## src/rtl/uart_tx_arbiter.sv

```systemverilog
// ---------------------------------------------------------------------------
// uart_tx_arbiter
//
// Shares one uart_tx between NUM_REQ byte producers. A round-robin scan picks
// a requester, captures its byte (req_ack pulse), waits for the transmitter
// to go idle, strobes tx_dv for one cycle, waits for tx_done, then
// optionally idles GAP_CLKS cycles before arbitrating again.
//
// Optional feature macro: UART_TAG_EN
//   When defined, each granted byte is preceded by a tag byte
//   TAG_BASE + grant_id, sent with the same ready/strobe/done handshake.
//
// Handshake with uart_tx: tx_dv is a one-cycle strobe that is only raised
// while tx_active was seen low; after the strobe the block waits for the
// one-cycle tx_done pulse. tx_done outside a WAIT_DONE state is ignored.
// Requester side: req_valid is a level; the byte must be stable while it is
// high; req_ack pulses for one cycle in the cycle after the grant edge.
//
// Ports:
//   CLK_50     in   system clock
//   RST        in   asynchronous reset, active-high
//   req_valid  in   [NUM_REQ]   per-requester byte-available level
//   req_byte   in   [8*NUM_REQ] packed bytes, requester i on [8i+7:8i]
//   req_ack    out  [NUM_REQ]   one-cycle capture pulse
//   grant_id   out  [3]         requester being served
//   busy       out              high in every state except IDLE
//   tx_dv      out              to uart_tx i_TX_DV
//   tx_byte    out  [8]         to uart_tx i_TX_Byte
//   tx_active  in               from uart_tx o_TX_Active
//   tx_done    in               from uart_tx o_TX_Done
// ---------------------------------------------------------------------------
`timescale 1ns/1ps

module uart_tx_arbiter #(
    parameter int          NUM_REQ  = 4,
    parameter int          GAP_CLKS = 0,
    parameter logic [7:0]  TAG_BASE = 8'h30
) (
    input  logic                   CLK_50,
    input  logic                   RST,
    input  logic [NUM_REQ-1:0]     req_valid,
    input  logic [8*NUM_REQ-1:0]   req_byte,
    output logic [NUM_REQ-1:0]     req_ack,
    output logic [2:0]             grant_id,
    output logic                   busy,
    output logic                   tx_dv,
    output logic [7:0]             tx_byte,
    input  logic                   tx_active,
    input  logic                   tx_done
);

    localparam int GW = (GAP_CLKS > 0) ? $clog2(GAP_CLKS + 1) : 1;
    localparam logic [GW-1:0] GAP_LAST = GW'((GAP_CLKS > 0) ? (GAP_CLKS - 1) : 0);

    // Elaboration-time parameter sanity checks.
    if (NUM_REQ < 2 || NUM_REQ > 8) begin : g_bad_num_req
        $error("uart_tx_arbiter: NUM_REQ must be in 2..8");
    end
    if (GAP_CLKS < 0) begin : g_bad_gap
        $error("uart_tx_arbiter: GAP_CLKS must be non-negative");
    end
    if ((int'(TAG_BASE) + NUM_REQ) > 256) begin : g_bad_tag
        $error("uart_tx_arbiter: TAG_BASE + NUM_REQ - 1 overflows a byte");
    end

    typedef enum logic [2:0] {
        S_IDLE,
        S_WAIT_READY,
        S_START,
        S_WAIT_DONE,
        S_GAP
`ifdef UART_TAG_EN
        ,
        S_TAG_WAIT_READY,
        S_TAG_START,
        S_TAG_WAIT_DONE
`endif
    } state_t;

    state_t               r_state;
    logic [2:0]           r_rr_ptr;
    logic [GW-1:0]        r_gap_cnt;
    logic [NUM_REQ-1:0]   r_req_ack;
    logic                 r_tx_dv;
    logic [7:0]           r_tx_byte;
    logic [2:0]           r_grant_id;
    logic                 r_busy;
`ifdef UART_TAG_EN
    logic [7:0]           r_data_byte;
    logic [7:0]           w_data_nxt;
`endif

    state_t               w_state_nxt;
    logic [2:0]           w_rr_nxt;
    logic [GW-1:0]        w_gap_nxt;
    logic [NUM_REQ-1:0]   w_ack_nxt;
    logic                 w_dv_nxt;
    logic [7:0]           w_byte_nxt;
    logic [2:0]           w_gid_nxt;
    logic                 w_found;
    logic [2:0]           w_win;
    logic [7:0]           w_win_byte;

    // (base + off) mod NUM_REQ for base, off < NUM_REQ.
    function automatic logic [2:0] rr_add(input logic [2:0] base, input logic [2:0] off);
        logic [3:0] s;
        s = {1'b0, base} + {1'b0, off};
        if (s >= 4'(NUM_REQ)) s = s - 4'(NUM_REQ);
        return s[2:0];
    endfunction

    // Round-robin winner: walk offsets from the largest down so the
    // smallest offset from r_rr_ptr is the last (and final) assignment.
    always_comb begin
        w_found    = 1'b0;
        w_win      = 3'd0;
        w_win_byte = 8'h00;
        for (int k = NUM_REQ - 1; k >= 0; k--) begin
            for (int i = 0; i < NUM_REQ; i++) begin
                if (req_valid[i] && (rr_add(r_rr_ptr, 3'(k)) == 3'(i))) begin
                    w_found = 1'b1;
                    w_win   = 3'(i);
                end
            end
        end
        for (int i = 0; i < NUM_REQ; i++) begin
            if (w_win == 3'(i)) w_win_byte = req_byte[8*i +: 8];
        end
    end

    always_comb begin
        w_state_nxt = r_state;
        w_rr_nxt    = r_rr_ptr;
        w_gap_nxt   = r_gap_cnt;
        w_ack_nxt   = '0;
        w_dv_nxt    = 1'b0;
        w_byte_nxt  = r_tx_byte;
        w_gid_nxt   = r_grant_id;
`ifdef UART_TAG_EN
        w_data_nxt  = r_data_byte;
`endif
        case (r_state)
            S_IDLE: begin
                if (w_found) begin
                    for (int i = 0; i < NUM_REQ; i++) begin
                        w_ack_nxt[i] = (w_win == 3'(i));
                    end
                    w_gid_nxt = w_win;
`ifdef UART_TAG_EN
                    w_data_nxt  = w_win_byte;
                    w_byte_nxt  = TAG_BASE + {5'd0, w_win};
                    w_state_nxt = S_TAG_WAIT_READY;
`else
                    w_byte_nxt  = w_win_byte;
                    w_state_nxt = S_WAIT_READY;
`endif
                end
            end
`ifdef UART_TAG_EN
            S_TAG_WAIT_READY: begin
                if (!tx_active) w_state_nxt = S_TAG_START;
            end
            S_TAG_START: begin
                w_dv_nxt    = 1'b1;
                w_state_nxt = S_TAG_WAIT_DONE;
            end
            S_TAG_WAIT_DONE: begin
                // Swap in the data byte only once the tag has gone out.
                if (tx_done) begin
                    w_byte_nxt  = r_data_byte;
                    w_state_nxt = S_WAIT_READY;
                end
            end
`endif
            S_WAIT_READY: begin
                if (!tx_active) w_state_nxt = S_START;
            end
            S_START: begin
                w_dv_nxt    = 1'b1;
                w_state_nxt = S_WAIT_DONE;
            end
            S_WAIT_DONE: begin
                if (tx_done) begin
                    w_rr_nxt    = (r_grant_id == 3'(NUM_REQ - 1)) ? 3'd0 : r_grant_id + 3'd1;
                    w_gap_nxt   = '0;
                    w_state_nxt = (GAP_CLKS > 0) ? S_GAP : S_IDLE;
                end
            end
            S_GAP: begin
                if (r_gap_cnt == GAP_LAST) begin
                    w_state_nxt = S_IDLE;
                end else begin
                    w_gap_nxt = r_gap_cnt + GW'(1);
                end
            end
            default: w_state_nxt = S_IDLE;
        endcase
    end

    always_ff @(posedge CLK_50 or posedge RST) begin
        if (RST) begin
            r_state    <= S_IDLE;
            r_rr_ptr   <= 3'd0;
            r_gap_cnt  <= '0;
            r_req_ack  <= '0;
            r_tx_dv    <= 1'b0;
            r_tx_byte  <= 8'h00;
            r_grant_id <= 3'd0;
            r_busy     <= 1'b0;
`ifdef UART_TAG_EN
            r_data_byte <= 8'h00;
`endif
        end else begin
            r_state    <= w_state_nxt;
            r_rr_ptr   <= w_rr_nxt;
            r_gap_cnt  <= w_gap_nxt;
            r_req_ack  <= w_ack_nxt;
            r_tx_dv    <= w_dv_nxt;
            r_tx_byte  <= w_byte_nxt;
            r_grant_id <= w_gid_nxt;
            r_busy     <= (w_state_nxt != S_IDLE);
`ifdef UART_TAG_EN
            r_data_byte <= w_data_nxt;
`endif
        end
    end

    assign req_ack  = r_req_ack;
    assign tx_dv    = r_tx_dv;
    assign tx_byte  = r_tx_byte;
    assign grant_id = r_grant_id;
    assign busy     = r_busy;

endmodule

```

## config.mk

```make
export PLATFORM = sky130hd
export DESIGN_NAME = uart_tx_arbiter
export DESIGN_NICKNAME = d
export VERILOG_FILES = /design/src/rtl/uart_tx_arbiter.sv
export SDC_FILE = /design/constraint.sdc
export NUM_CORES = 1
export LEC_CHECK = 0
export ABC_AREA = 1
export BUFFER_PORTS_ARGS = -buffer_cell sky130_fd_sc_hd__buf_2
export CAP_MARGIN = 10
export CELL_PAD_IN_SITES_DETAIL_PLACEMENT = 1
export CELL_PAD_IN_SITES_GLOBAL_PLACEMENT = 2
export CORE_MARGIN = 8
export CORE_UTILIZATION = 28
export CTS_CLUSTER_SIZE = 40
export DETAILED_ROUTE_END_ITERATION = 6
export GPL_TIMING_DRIVEN = 0
export PLACE_DENSITY_LB_ADDON = 0.1
export RECOVER_POWER = 25
export SYNTH_ARGS = -nofsm -noshare
export SYNTH_HDL_FRONTEND = slang
export SYNTH_SLANG_ARGS = --single-unit
```

## constraint.sdc

```tcl
create_clock -name CLK_50 -period 4.25 [get_ports CLK_50]
set_input_delay 0.425 -clock CLK_50 [delete_from_list [all_inputs] [get_ports CLK_50]]
set_output_delay 0.425 -clock CLK_50 [all_outputs]
set_load 0.01 [all_outputs]
```

# Word-level counts from Yosys, hierarchy flattened
# Index checks and enable logic that the tools add are counted.
# totals
regBits	24
latchBits	0
ram_bits	0
mem_bits_ro	0
inputBits	40
output_inout_bits	17
wordCells	120
mem_count	0
# classes
add_sub_neg	9
multipliers	0
n_div	0
magnitude_cmp	4
eq_ne	21
shifts	0
muxes	51
bitwise_logic	0
reduce_logical	27
# ops
cell	count
$mux 3	23
$eq 3x2->1 const B	13
$mux 8	4
$mux 1	20
$eq 3x1->1 const B	6
$logic_not 3->1	6
$logic_and 1x1->1	16
$pmux 3 s5	1
$ge 4x3->1 const B	3
$sub 3x3->3 const B	4
$add 3x2->4 const B	2
$mux 4	2
$reduce_and 2->1	3
$add 3x1->4 const B	1
$add 3x1->3 const B	1
$eq 3x3->1 const B	1
$ge 3x3->1 const B	1
$reduce_bool 3->1	1
$ne 2x2->1 const B	1
$pmux 1 s2	1
$reduce_bool 2->1	1
$add 1x1->1 const B	1

# Logic depth before layout (Yosys ltp)
# Gate-level depths: netlist of the first run.
# depth
word_depth	25
mapped_depth	22
mapped_depth_nobuf	20

# Worst setup path after synthesis of the first run
# Ideal clock, no wire load.
# synth_timing
path_type	flip-flop to flip-flop
startpoint	reg r_rr_ptr[0]
endpoint	reg r_tx_byte[3], in the netlist tx_byte[3]
setup_ns	0.117
t_arrival_ns	1.714
required_ns	4.133
slack_ns	2.420
path_stages_with_launch	23
path_buffers	2
path_cell_list	dfrtp_1 -> buf_6 -> nor2_4 -> nand2_1 -> nand2_1 -> nand2_1 -> nand2_1 -> nand2_1 -> nand2_1 -> nand2_1 -> nand2_1 -> nand2_1 -> nand2_2 -> nand2_4 -> nand2_4 -> nand2_4 -> buf_6 -> nand3_2 -> nand2_1 -> nand2_1 -> nand2_1 -> nand2_1 -> nand2_1
# synth_via
elab_chain_len	25
elab_cells_between_ends	87
# synth_lines
element	line	text
start: declaration	81	logic [2:0] r_rr_ptr;
start signal: assignment	215	r_rr_ptr <= w_rr_nxt;
$add 3x2->4	107	s = {1'b0, base} + {1'b0, off};
$ge 4x3->1 or $sub 3x3->3 (tied branches)	108	if (s >= 4'(NUM_REQ)) s = s - 4'(NUM_REQ);
$mux 3	108	
$eq 3x1->1	120	if (req_valid[i] && (rr_add(r_rr_ptr, 3'(k)) == 3'(i))) begin
$logic_and 1x1->1	120	
$mux 1	120	
$mux 3 (14 in a row)	120	
$logic_not 3->1	127	if (w_win == 3'(i)) w_win_byte = req_byte[8*i +: 8];
$mux 8 (4 in a row)	127	
end signal: assignment	219	r_tx_byte <= w_byte_nxt;
end: declaration	85	logic [7:0] r_tx_byte;
# Several ways; a longest one is shown, not always the timed one.
# A chain may end at the register's enable or synchronous reset.

# Worst setup path after layout of the first run
# Same ends and word-level chain as after synthesis.

==> summary.txt, run 1 <==
Pwr Total -> 1.31 mW
Final Instance Count excl. Fillers -> 322
Via count -> 1523
Worst path most repeated cell -> nand2_1
Residual DRC -> 0
Num Clock Sinks -> 21
Iteration-0 DRC count of the detailed router -> 30
Starting density of the core -> 0.286
Synth area leader -> dfrtp_1
Crit end category -> register
Seq/Total Area, Yosys -> 0.365
GRT overflow -> 0
Setup WS pre-CTS -> 2100 ps
Post-Syn Instances -> 192
Drt first pass iters -> 4
Top cells by count, synth -> 56 x nand2_1, 21 x dfrtp_1, 20 x nand4_1
EDFF count, synth -> 0
Worst-path maximum fanout -> 10
Filler cells -> 647
Setup total negative slack -> 0 ps
Post-route setup slack -> 2130 ps
Vias in the first global route -> 1627
Min Tclk post-route -> 2120 ps
CP Cell Sequence -> buf_6, nor2_4, nand2_1, nand2_1, nand2_1, nand2_1, nand2_1, nand2_1, nand2_1, nand2_1, nand2_1, nand2_2, nand2_4, nand2_4, nand2_4, buf_6, nand3_2, nand2_1, nand2_1, nand2_1, nand2_1, nand2_1
Max stage delay cell, worst path -> dfrtp_1
Pwr per Cell Area -> 707 nW/um2
Share of the synthesized area in the top cell type -> 0.365
Max Clock Skew -> 7.70 ps
Clock Path Buffers -> 2
Status -> finished, final reports clean
Core area -> 5040 um2
Post-CTS Setup Repair Bufs -> 0
Peak VDD IR -> 0.258 mV
Area Overhead vs Synth -> 28.6%
CTS tree -> done
Initial antenna violation count -> 0
Synth Register Bits -> 21
Slowest Stage Delay on Critical Path -> 380 ps
Post-synthesis async set-or-reset flop share -> 1.00
First-pass GRT wire length -> 7.80 mm
I/O pin count -> 57
Worst slew margin -> 0.467
Slew at the pin closest to its max-slew limit -> 798 ps
Mapped Area -> 1440 um2
Wirelength per Cell -> 14.7 um
CP arrival -> 2280 ps
Via/cell ratio -> 4.73
Setup violations, final -> 0
RSZ-0062 raised after global routing -> no
Buffers on Ports -> 55
Clk root buf -> clkbuf_8
Clk_lat worst skew -> 260 ps
Die H -> 87.8 um
Leak Pwr -> 1.00 nW
Most frequent cell after synthesis -> nand2_1
Synth warn -> 0
HP Class -> input pin to async pin
Largest net degree at the start of global routing -> 22
CP required -> 4410 ps
Yosys cell types -> 30
Main synth FF type -> dfrtp_1
Clock transition at path regs -> 80 ps
Nets -> 294
Avg Inst Size Synth -> 7.51 um2
Dpl cell area -> 1810 um2
Placer's final routability congestion estimate -> 0.807
Startpoint types -> register
Number of diodes -> 0
Final hold slack -> 302 ps
Inst Count DP -> 318
Remaining antenna violation count -> 0
Die W -> 87.8 um
Fin crit share -> 0.499
Row cnt -> 26
Critical path's top delay family -> simple AND/OR/NAND/NOR gates
Achievable clock frequency -> 471 MHz
Cell area after layout -> 1850 um2
WL final -> 4.73 mm
Gr usage total -> 0.128
Slew Limit Fails -> 0
Post-cts sizing count -> 0
Setup CP Type -> register to register
Max Cap Viol -> 0
Fin. Hold Viols -> 0
Share of cells above drive strength 1 -> 0.341
DP HPWL -> 3.79 mm
CTS Buf Count -> 3
Synth top area cells -> dfrtp_1 36%, nand2_1 15%, nand4_1 8.7%, inv_1 4.9%, nand3_1 4.5%
Die area -> 7700 um2
Core Util, Final -> 0.367
Htree depth -> 1
Post-CTS Hold Buffers -> 0
Worst path buffer plus inverter count -> 2
==> sequential cells by signal (all words and copies together) (netlist names) <==
signal / cells
grant_id: 2
tx_byte: 8
tx_dv: 1
busy: 1
r_state: 3
r_rr_ptr: 2
req_ack: 4
==> worst paths after layout <==
| kind | endpoint | cells after the start | slack (ps) | startpoint |
|---|---|---|---|---|
| worst max-delay path | tx_byte[3]$_DFFE_PP0P_ | 22 | 2130 | r_rr_ptr[0]$_DFFE_PP0P_ |
| worst min-delay path | tx_byte[2]$_DFFE_PP0P_ | 2 | 300 | RST |
| worst max register to register | tx_byte[3]$_DFFE_PP0P_ | 22 | 2130 | r_rr_ptr[0]$_DFFE_PP0P_ |
| worst min register to register | tx_dv$_DFF_PP0_ | 1 | 470 | r_state[0]$_DFF_PP0_ |
| max in group asynchronous | busy$_DFF_PP0_ | 2 | 3440 | RST |
| min in group CLK_50 | r_state[0]$_DFF_PP0_ | 3 | 430 | tx_active |
==> kinds of logic after synthesis <==
kind of cell | share of synthesized area
other cells | 0.00260
buf+inv | 0.114
fa+ha+maj | 0.00868
flops | 0.365
compound gates | 0.0677
simple gates | 0.443
==> where the power goes <==
group / internal (mW) / leakage [nW] / switching [mW]
Combinational: 0.313 / 0.713 / 0.545
Sequential: 0.275 / 0.264 / 0.0477
Clock: 0.0668 / 0.0228 / 0.0636
==> layer usage <==
layer | part of all wire | track usage | vias up
met3 | 0.055 | 0.0356 | 6
li1 | - | - | 759
met2 | 0.48 | 0.218 | 39
met4 | 0.0095 | 0.0297 | 0
met1 | 0.45 | 0.155 | 719
met5 | 0 | 0 | -
==> placed cells by master, fill, tap and decap left out, drive strengths merged, types with 3 or more instances in the layout <==
cell and n:
o21ai 3, nand3 15, nor3 6, nor2 7, a31oi 6, nand4 21
a21oi 3, dfrtp 21, nand3b 7, buf 63, clkbuf 5, inv 22
nand2 65
==> cell type report <==
| type | instances | area [um2] | share of cell area |
|---|---|---|---|
| well taps | 70 | 87.6 | 0.0473 |
| clock buffers | 4 | 45.0 | 0.0243 |
| flip-flops and latches | 21 | 526 | 0.284 |
| repair buffers | 55 | 275 | 0.149 |
| multi-input cells | 139 | 756 | 0.408 |
| inverters | 24 | 92.6 | 0.0500 |
| plain buffers | 9 | 71.3 | 0.0385 |
Note: power is estimated with default switching activity, not from simulation.
==> run 2, diff against run 1 <==
- CORE_UTILIZATION: 28 -> 26
- clock period: 4.25 -> 2.1 ns (I/O delays scaled with it)
==> run 2 against run 1 <==
- cell count increased by 3.1%
- global-route usage decreased by 1.0 points
- clock skew decreased by 5.7 ps
- clock power increased by 100%
- sequential power increased by 100%
- power increased by 130%
- maximum frequency increased by 3.2%
- highest routed layer unchanged
- first-iteration DRC count increased by 60%
- via count increased by 0.53%
- core utilization decreased by 0.22 points
- worst setup slack got worse by 2100 ps
==> summary.txt, run 2 (synthesized netlist as in run 1, its figures left out) <==
Slew at the pin closest to its max-slew limit -> 812 ps (was 798 ps)
Seq pwr share -> 0.218 (was 0.246)
Worst-path maximum fanout -> 7 (was 10)
Htree depth -> 1 (unchanged)
Min Tclk post-route -> 2060 ps (was 2120 ps)
Filler cells -> 712 (was 647)
Post-CTS Hold Buffers -> 0 (unchanged)
Remaining antenna violation count -> 0 (unchanged)
Pwr per Cell Area -> 1500 nW/um2 (was 707 nW/um2)
Die W -> 90.5 um (was 87.8 um)
First-pass GRT wire length -> 8.02 mm (was 7.80 mm)
Setup CP Type -> register to register (unchanged)
Clk_lat worst skew -> 260 ps (about the same)
Gr usage total -> 0.118 (was 0.128)
Die H -> 90.5 um (was 87.8 um)
Max Cap Viol -> 0 (unchanged)
Setup violations, final -> 0 (unchanged)
Setup WS pre-CTS -> -33.2 ps (was 2100 ps)
Cell area after layout -> 1990 um2 (was 1850 um2)
Clk network pwr share -> 0.088 (was 0.099)
WL final -> 4.87 mm (was 4.73 mm)
Final hold slack -> 98.3 ps (was 302 ps)
Int Power -> 1.58 mW (was 0.655 mW)
Fin crit share -> 0.979 (was 0.499)
Nets -> 302 (was 294)
Commonest non-fill, non-tap cell in the layout -> buf_2 (unchanged)
Setup total negative slack -> 0 ps (unchanged)
Buffers on Ports -> 55 (unchanged)
Crit end category -> register (unchanged)
Number of diodes -> 0 (unchanged)
Post-route setup slack -> 43.4 ps (was 2130 ps)
Core Util, Final -> 0.365 (was 0.367)
Logic pwr share -> 0.694 (was 0.654)
Drt first pass iters -> 4 (unchanged)
Clock Path Buffers -> 2 (unchanged)
Core area -> 5440 um2 (was 5040 um2)
CP required -> 2250 ps (was 4410 ps)
Via/cell ratio -> 4.61 (was 4.73)
Residual DRC -> 0 (unchanged)
RSZ-0062 raised after global routing -> yes (was no)
Via count -> 1531 (was 1523)
HP Class -> input pin to async pin (unchanged)
Largest net degree at the start of global routing -> 22 (unchanged)
Row cnt -> 27 (was 26)
Clock transition at path regs -> 70 ps (was 80 ps)
Area Overhead vs Synth -> 37.8% (was 28.6%)
Pwr Total -> 2.99 mW (was 1.31 mW)
Fin. Hold Viols -> 0 (unchanged)
Num Clock Sinks -> 21 (unchanged)
I/O pin count -> 57 (unchanged)
Vias in the first global route -> 1662 (was 1627)
CTS Buf Count -> 3 (unchanged)
Dpl cell area -> 1810 um2 (about the same)
Final Instance Count excl. Fillers -> 332 (was 322)
P_sw -> 1.40 mW (was 0.656 mW)
Wirelength per Cell -> 14.7 um (about the same)
DP HPWL -> 3.82 mm (was 3.79 mm)
Max Clock Skew -> 2.00 ps (was 7.70 ps)
CTS tree -> done (unchanged)
Placer's final routability congestion estimate -> 0.772 (was 0.807)
GRT overflow -> 0 (unchanged)
Status -> finished, final reports clean (unchanged)
Peak VDD IR -> 0.497 mV (was 0.258 mV)
Worst reg2reg path depth -> 14 (was 22)
Most frequent cells in the layout -> 57 x buf_2, 50 x nand2_1, 20 x nand4_1, 20 x dfrtp_1, 19 x inv_1 (was 58 x buf_2, 56 x nand2_1, 21 x dfrtp_1)
Largest register FFs -> 8 (unchanged)
CP arrival -> 2210 ps (was 2280 ps)
Achievable clock frequency -> 486 MHz (was 471 MHz)
Die area -> 8180 um2 (was 7700 um2)
Leak Pwr -> 1.06 nW (was 1.00 nW)
Share of cells above drive strength 1 -> 0.400 (was 0.341)
Iteration-0 DRC count of the detailed router -> 48 (was 30)
Starting density of the core -> 0.265 (was 0.286)
Net Sw Frac -> 0.470 (was 0.501)
Clk root buf -> clkbuf_8 (unchanged)
Slew Limit Fails -> 0 (unchanged)
Initial antenna violation count -> 0 (unchanged)
Inst Count DP -> 320 (was 318)
Startpoint types -> register (unchanged)
Worst slew margin -> 0.458 (was 0.467)
run 2: final timing paths:
path / start / endpoint / slack [ps]
worst max-delay path: r_rr_ptr[0]$_DFFE_PP0P_ / tx_byte[3]$_DFFE_PP0P_ / 40
worst min-delay path: RST / tx_byte[2]$_DFFE_PP0P_ / 100
worst max register to register: r_rr_ptr[0]$_DFFE_PP0P_ / tx_byte[3]$_DFFE_PP0P_ / 40
worst min register to register: r_state[0]$_DFF_PP0_ / tx_dv$_DFF_PP0_ / 470
max in group asynchronous: RST / r_rr_ptr[1]$_DFFE_PP0P_ / 1440
min in group CLK_50: tx_active / r_state[0]$_DFF_PP0_ / 210
run 2: cell type report:
type	count	area, um2	share of cell area
clock buffers	4	45.0	0.0227
multi-input cells	139	781	0.393
flip-flops and latches	21	527	0.265
inverters	24	92.6	0.0466
repair buffers	63	370	0.186
well taps	72	90.1	0.0453
plain buffers	9	81.3	0.0409
run 2: repair_timing:
item / in CTS / in global routing
resized for setup: 0 / 13
gates cloned: 0 / 2
setup buffers: 2 / 4
pin swaps: 4 / 11
setup endpoints to repair: 6 / 11
run 2: metal layers:
| layer | share of wire | GRT usage | routed length (um) | vias up |
|---|---|---|---|---|
| met5 | 0 | 0 | 0 | - |
| met4 | 0.0055 | 0.0208 | 27 | 0 |
| li1 | - | - | - | 775 |
| met3 | 0.043 | 0.0333 | 207 | 4 |
| met1 | 0.46 | 0.146 | 2240 | 718 |
| met2 | 0.49 | 0.200 | 2390 | 34 |
run 2: power by group through the flow:
stage | Sequential (mW) | Clock [mW] | Combinational, mW
after floorplan | 0.710 | 0 | 1.19
final | 0.651 | 0.262 | 2.08
after global routing | 0.674 | 0.286 | 2.31
after CTS | 0.651 | 0.275 | 1.81
after detailed placement | 0.658 | 0 | 1.75
after global placement | 0.659 | 0 | 1.75
run 2: critical path: stages (launching register included):
cell and delay (ps):
dfrtp_1 380, buf_6 130, nor2_4 140, nand2_2 80
buf_4 130, o21ai_0 60, nand3_1 110, nand4_2 110
a31oi_4 130, buf_4 170, or2_2 260, nand2_1 80
nand2_2 60, nand2_2 50, nand2_1 40
==> run 3, diff against run 2 <==
- CORE_UTILIZATION: 26 -> 28
- MAX_ROUTING_LAYER: unset -> met4
- clock period: 2.1 -> 2.4 ns (I/O delays scaled with it)
==> run 3 against run 2 <==
- routed wire length fell by 3.2%
- global-route usage rose by 1.4 points
- combinational power fell by 27%
- worst hold slack improved by 19 ps
- clock skew rose by 6.2 ps
- via count fell by 0.39%
- sequential power fell by 12%
- cell count fell by 3.0%
- worst setup slack improved by 240 ps
- clock-buffer cell count did not move
- maximum frequency fell by 2.6%
- sequential cell count did not move
==> summary.txt, run 3 (synthesized netlist as in run 1, its figures left out) <==
Startpoint types -> register (unchanged)
Die area -> 7700 um2 (was 8180 um2)
Vias in the first global route -> 1630 (was 1662)
Iteration-0 DRC count of the detailed router -> 27 (was 48)
Residual DRC -> 0 (unchanged)
Final Instance Count excl. Fillers -> 322 (was 332)
Fin. Hold Viols -> 0 (unchanged)
HP Class -> input pin to async pin (unchanged)
Pwr per Cell Area -> 1250 nW/um2 (was 1500 nW/um2)
Achievable clock frequency -> 473 MHz (was 486 MHz)
Setup WS pre-CTS -> 249 ps (was -33.2 ps)
Max Clock Skew -> 8.19 ps (was 2.00 ps)
Max Cap Viol -> 0 (unchanged)
Peak VDD IR -> 0.458 mV (was 0.497 mV)
Core area -> 5040 um2 (was 5440 um2)
Post-route setup slack -> 287 ps (was 43.4 ps)
Initial antenna violation count -> 0 (unchanged)
Length of routed wiring on met1 -> 2.15 mm (was 2.24 mm)
Top Metal Used -> met4 (unchanged)
Core Util, Final -> 0.367 (was 0.365)
Max stage delay cell, worst path -> dfrtp_1 (unchanged)
Die H -> 87.8 um (was 90.5 um)
Setup CP Type -> register to register (unchanged)
Placer's final routability congestion estimate -> 0.819 (was 0.772)
Setup violations, final -> 0 (unchanged)
Status -> finished, final reports clean (unchanged)
Remaining antenna violation count -> 0 (unchanged)
CP arrival -> 2270 ps (was 2210 ps)
Crit end category -> register (unchanged)
Post-CTS Hold Buffers -> 0 (unchanged)
Num Clock Sinks -> 21 (unchanged)
Wirelength per Cell -> 14.6 um (was 14.7 um)
Number of diodes -> 0 (unchanged)
Fin crit share -> 0.880 (was 0.979)
Clock Path Buffers -> 2 (unchanged)
Post-CTS Setup Repair Bufs -> 0 (was 2)
Nets -> 294 (was 302)
Worst-path maximum fanout -> 10 (was 7)
I/O pin count -> 57 (unchanged)
Worst slew margin -> 0.467 (was 0.458)
CTS tree -> done (unchanged)
Slowest Stage Delay on Critical Path -> 380 ps (about the same)
RSZ-0062 raised after global routing -> no (was yes)
WL final -> 4.71 mm (was 4.87 mm)
Drt first pass iters -> 4 (unchanged)
Gr usage total -> 0.132 (was 0.118)
First-pass GRT wire length -> 7.78 mm (was 8.02 mm)
CP required -> 2560 ps (was 2250 ps)
Leak Pwr -> 1.00 nW (was 1.06 nW)
Critical path's top delay family -> simple AND/OR/NAND/NOR gates (unchanged)
GRT overflow -> 0 (unchanged)
Worst path buffer plus inverter count -> 2 (was 3)
CP Cell Sequence -> buf_6, nor2_4, nand2_1, nand2_1, nand2_1, nand2_1, nand2_1, nand2_1, nand2_1, nand2_1, nand2_1, nand2_2, nand2_4, nand2_4, nand2_4, buf_6, nand3_2, nand2_1, nand2_1, nand2_1, nand2_1, nand2_1 (was buf_6, nor2_4, nand2_2, buf_4, o21ai_0, nand3_1, nand4_2, a31oi_4, buf_4, or2_2, nand2_1, nand2_2, nand2_2, nand2_1)
CTS Buf Count -> 3 (unchanged)
Slew Limit Fails -> 0 (unchanged)
Row cnt -> 26 (was 27)
Share of cells above drive strength 1 -> 0.341 (was 0.400)
Min Tclk post-route -> 2110 ps (was 2060 ps)
Setup total negative slack -> 0 ps (unchanged)
Post-cts sizing count -> 0 (unchanged)
Via/cell ratio -> 4.74 (was 4.61)
Largest net degree at the start of global routing -> 22 (unchanged)
Buffers on Ports -> 55 (unchanged)
Htree depth -> 1 (unchanged)
Area Overhead vs Synth -> 28.6% (was 37.8%)
DP HPWL -> 3.79 mm (was 3.82 mm)
Most frequent cells in the layout -> 58 x buf_2, 56 x nand2_1, 21 x dfrtp_1 (was 57 x buf_2, 50 x nand2_1, 20 x nand4_1, 20 x dfrtp_1, 19 x inv_1)
Slew at the pin closest to its max-slew limit -> 799 ps (was 812 ps)
Final hold slack -> 118 ps (was 98.3 ps)
Clock transition at path regs -> 80 ps (was 70 ps)
Clk_lat worst skew -> 260 ps (about the same)
Die W -> 87.8 um (was 90.5 um)
Wire length on met3 -> 221 um (was 207 um)
Via count -> 1525 (was 1531)
Routed met2 length -> 2.30 mm (was 2.39 mm)
Starting density of the core -> 0.286 (was 0.265)
Commonest non-fill, non-tap cell in the layout -> buf_2 (unchanged)
Worst path most repeated cell -> nand2_1 (was nand2_2)
Clk root buf -> clkbuf_8 (unchanged)
Largest register FFs -> 8 (unchanged)
Inst Count DP -> 318 (was 320)
Filler cells -> 647 (was 712)
## run 3: cell types whose count changed in the layout (fill, tap and decap cells not counted), sizes merged
cell	before	now
inv	23	22
clkinv	1	2
buf	68	63
clkbuf	8	5
## run 3: worst reg2reg max path, cell delays in order (launching register included)
cell and delay [ps]:
dfrtp_1 380, buf_6 140, nor2_4 130, nand2_1 80
nand2_1 60, nand2_1 50, nand2_1 50, nand2_1 40
nand2_1 50, nand2_1 40, nand2_1 50, nand2_1 50
nand2_2 70, nand2_4 90, nand2_4 130, nand2_4 80
buf_6 150, nand3_2 50, nand2_1 60, nand2_1 100
nand2_1 60, nand2_1 50, nand2_1 40
## run 3: final timing paths
path                                              start                      to  slack (ps)  cells past startpoint
worst max-delay path            r_rr_ptr[0]$_DFFE_PP0P_  tx_byte[3]$_DFFE_PP0P_         290                     22
worst min-delay path                                RST  tx_byte[7]$_DFFE_PP0P_         120                      2
worst max register to register  r_rr_ptr[0]$_DFFE_PP0P_  tx_byte[3]$_DFFE_PP0P_         290                     22
worst min register to register     r_state[0]$_DFF_PP0_         tx_dv$_DFF_PP0_         470                      1
max in group asynchronous                           RST          busy$_DFF_PP0_        1780                      2
min in group CLK_50                           tx_active    r_state[0]$_DFF_PP0_         250                      3
## run 3: stage by stage
| step | instance area [um2] | power, mW |
|---|---|---|
| 2_1_floorplan | 1450 | 1.66 |
| 3_3_place_gp | 1810 | 2.11 |
| 5_1_grt | 1850 | 2.56 |
| 6_report | 1850 | 2.31 |
| 3_5_place_dp | 1810 | 2.11 |
| 4_1_cts | 1850 | 2.36 |
## run 3: cell type report
type                    count  area, um2  share of cell area
inverters                  24       92.6              0.0500
flip-flops and latches     21        526               0.284
clock buffers               4       45.0              0.0243
multi-input cells         139        756               0.408
plain buffers               9       71.3              0.0385
repair buffers             55        275               0.149
well taps                  70       87.6              0.0473
## run 3: per-layer routing
metal,GRT usage,vias up
met5,-,-
met4,0.0297,0
met3,0.0291,6
met2,0.220,41
met1,0.158,720
li1,-,758
## run 3: report_power, final
group,switching (mW),internal [mW]
registers,0.0829,0.487
logic,0.958,0.553
clock network,0.113,0.118
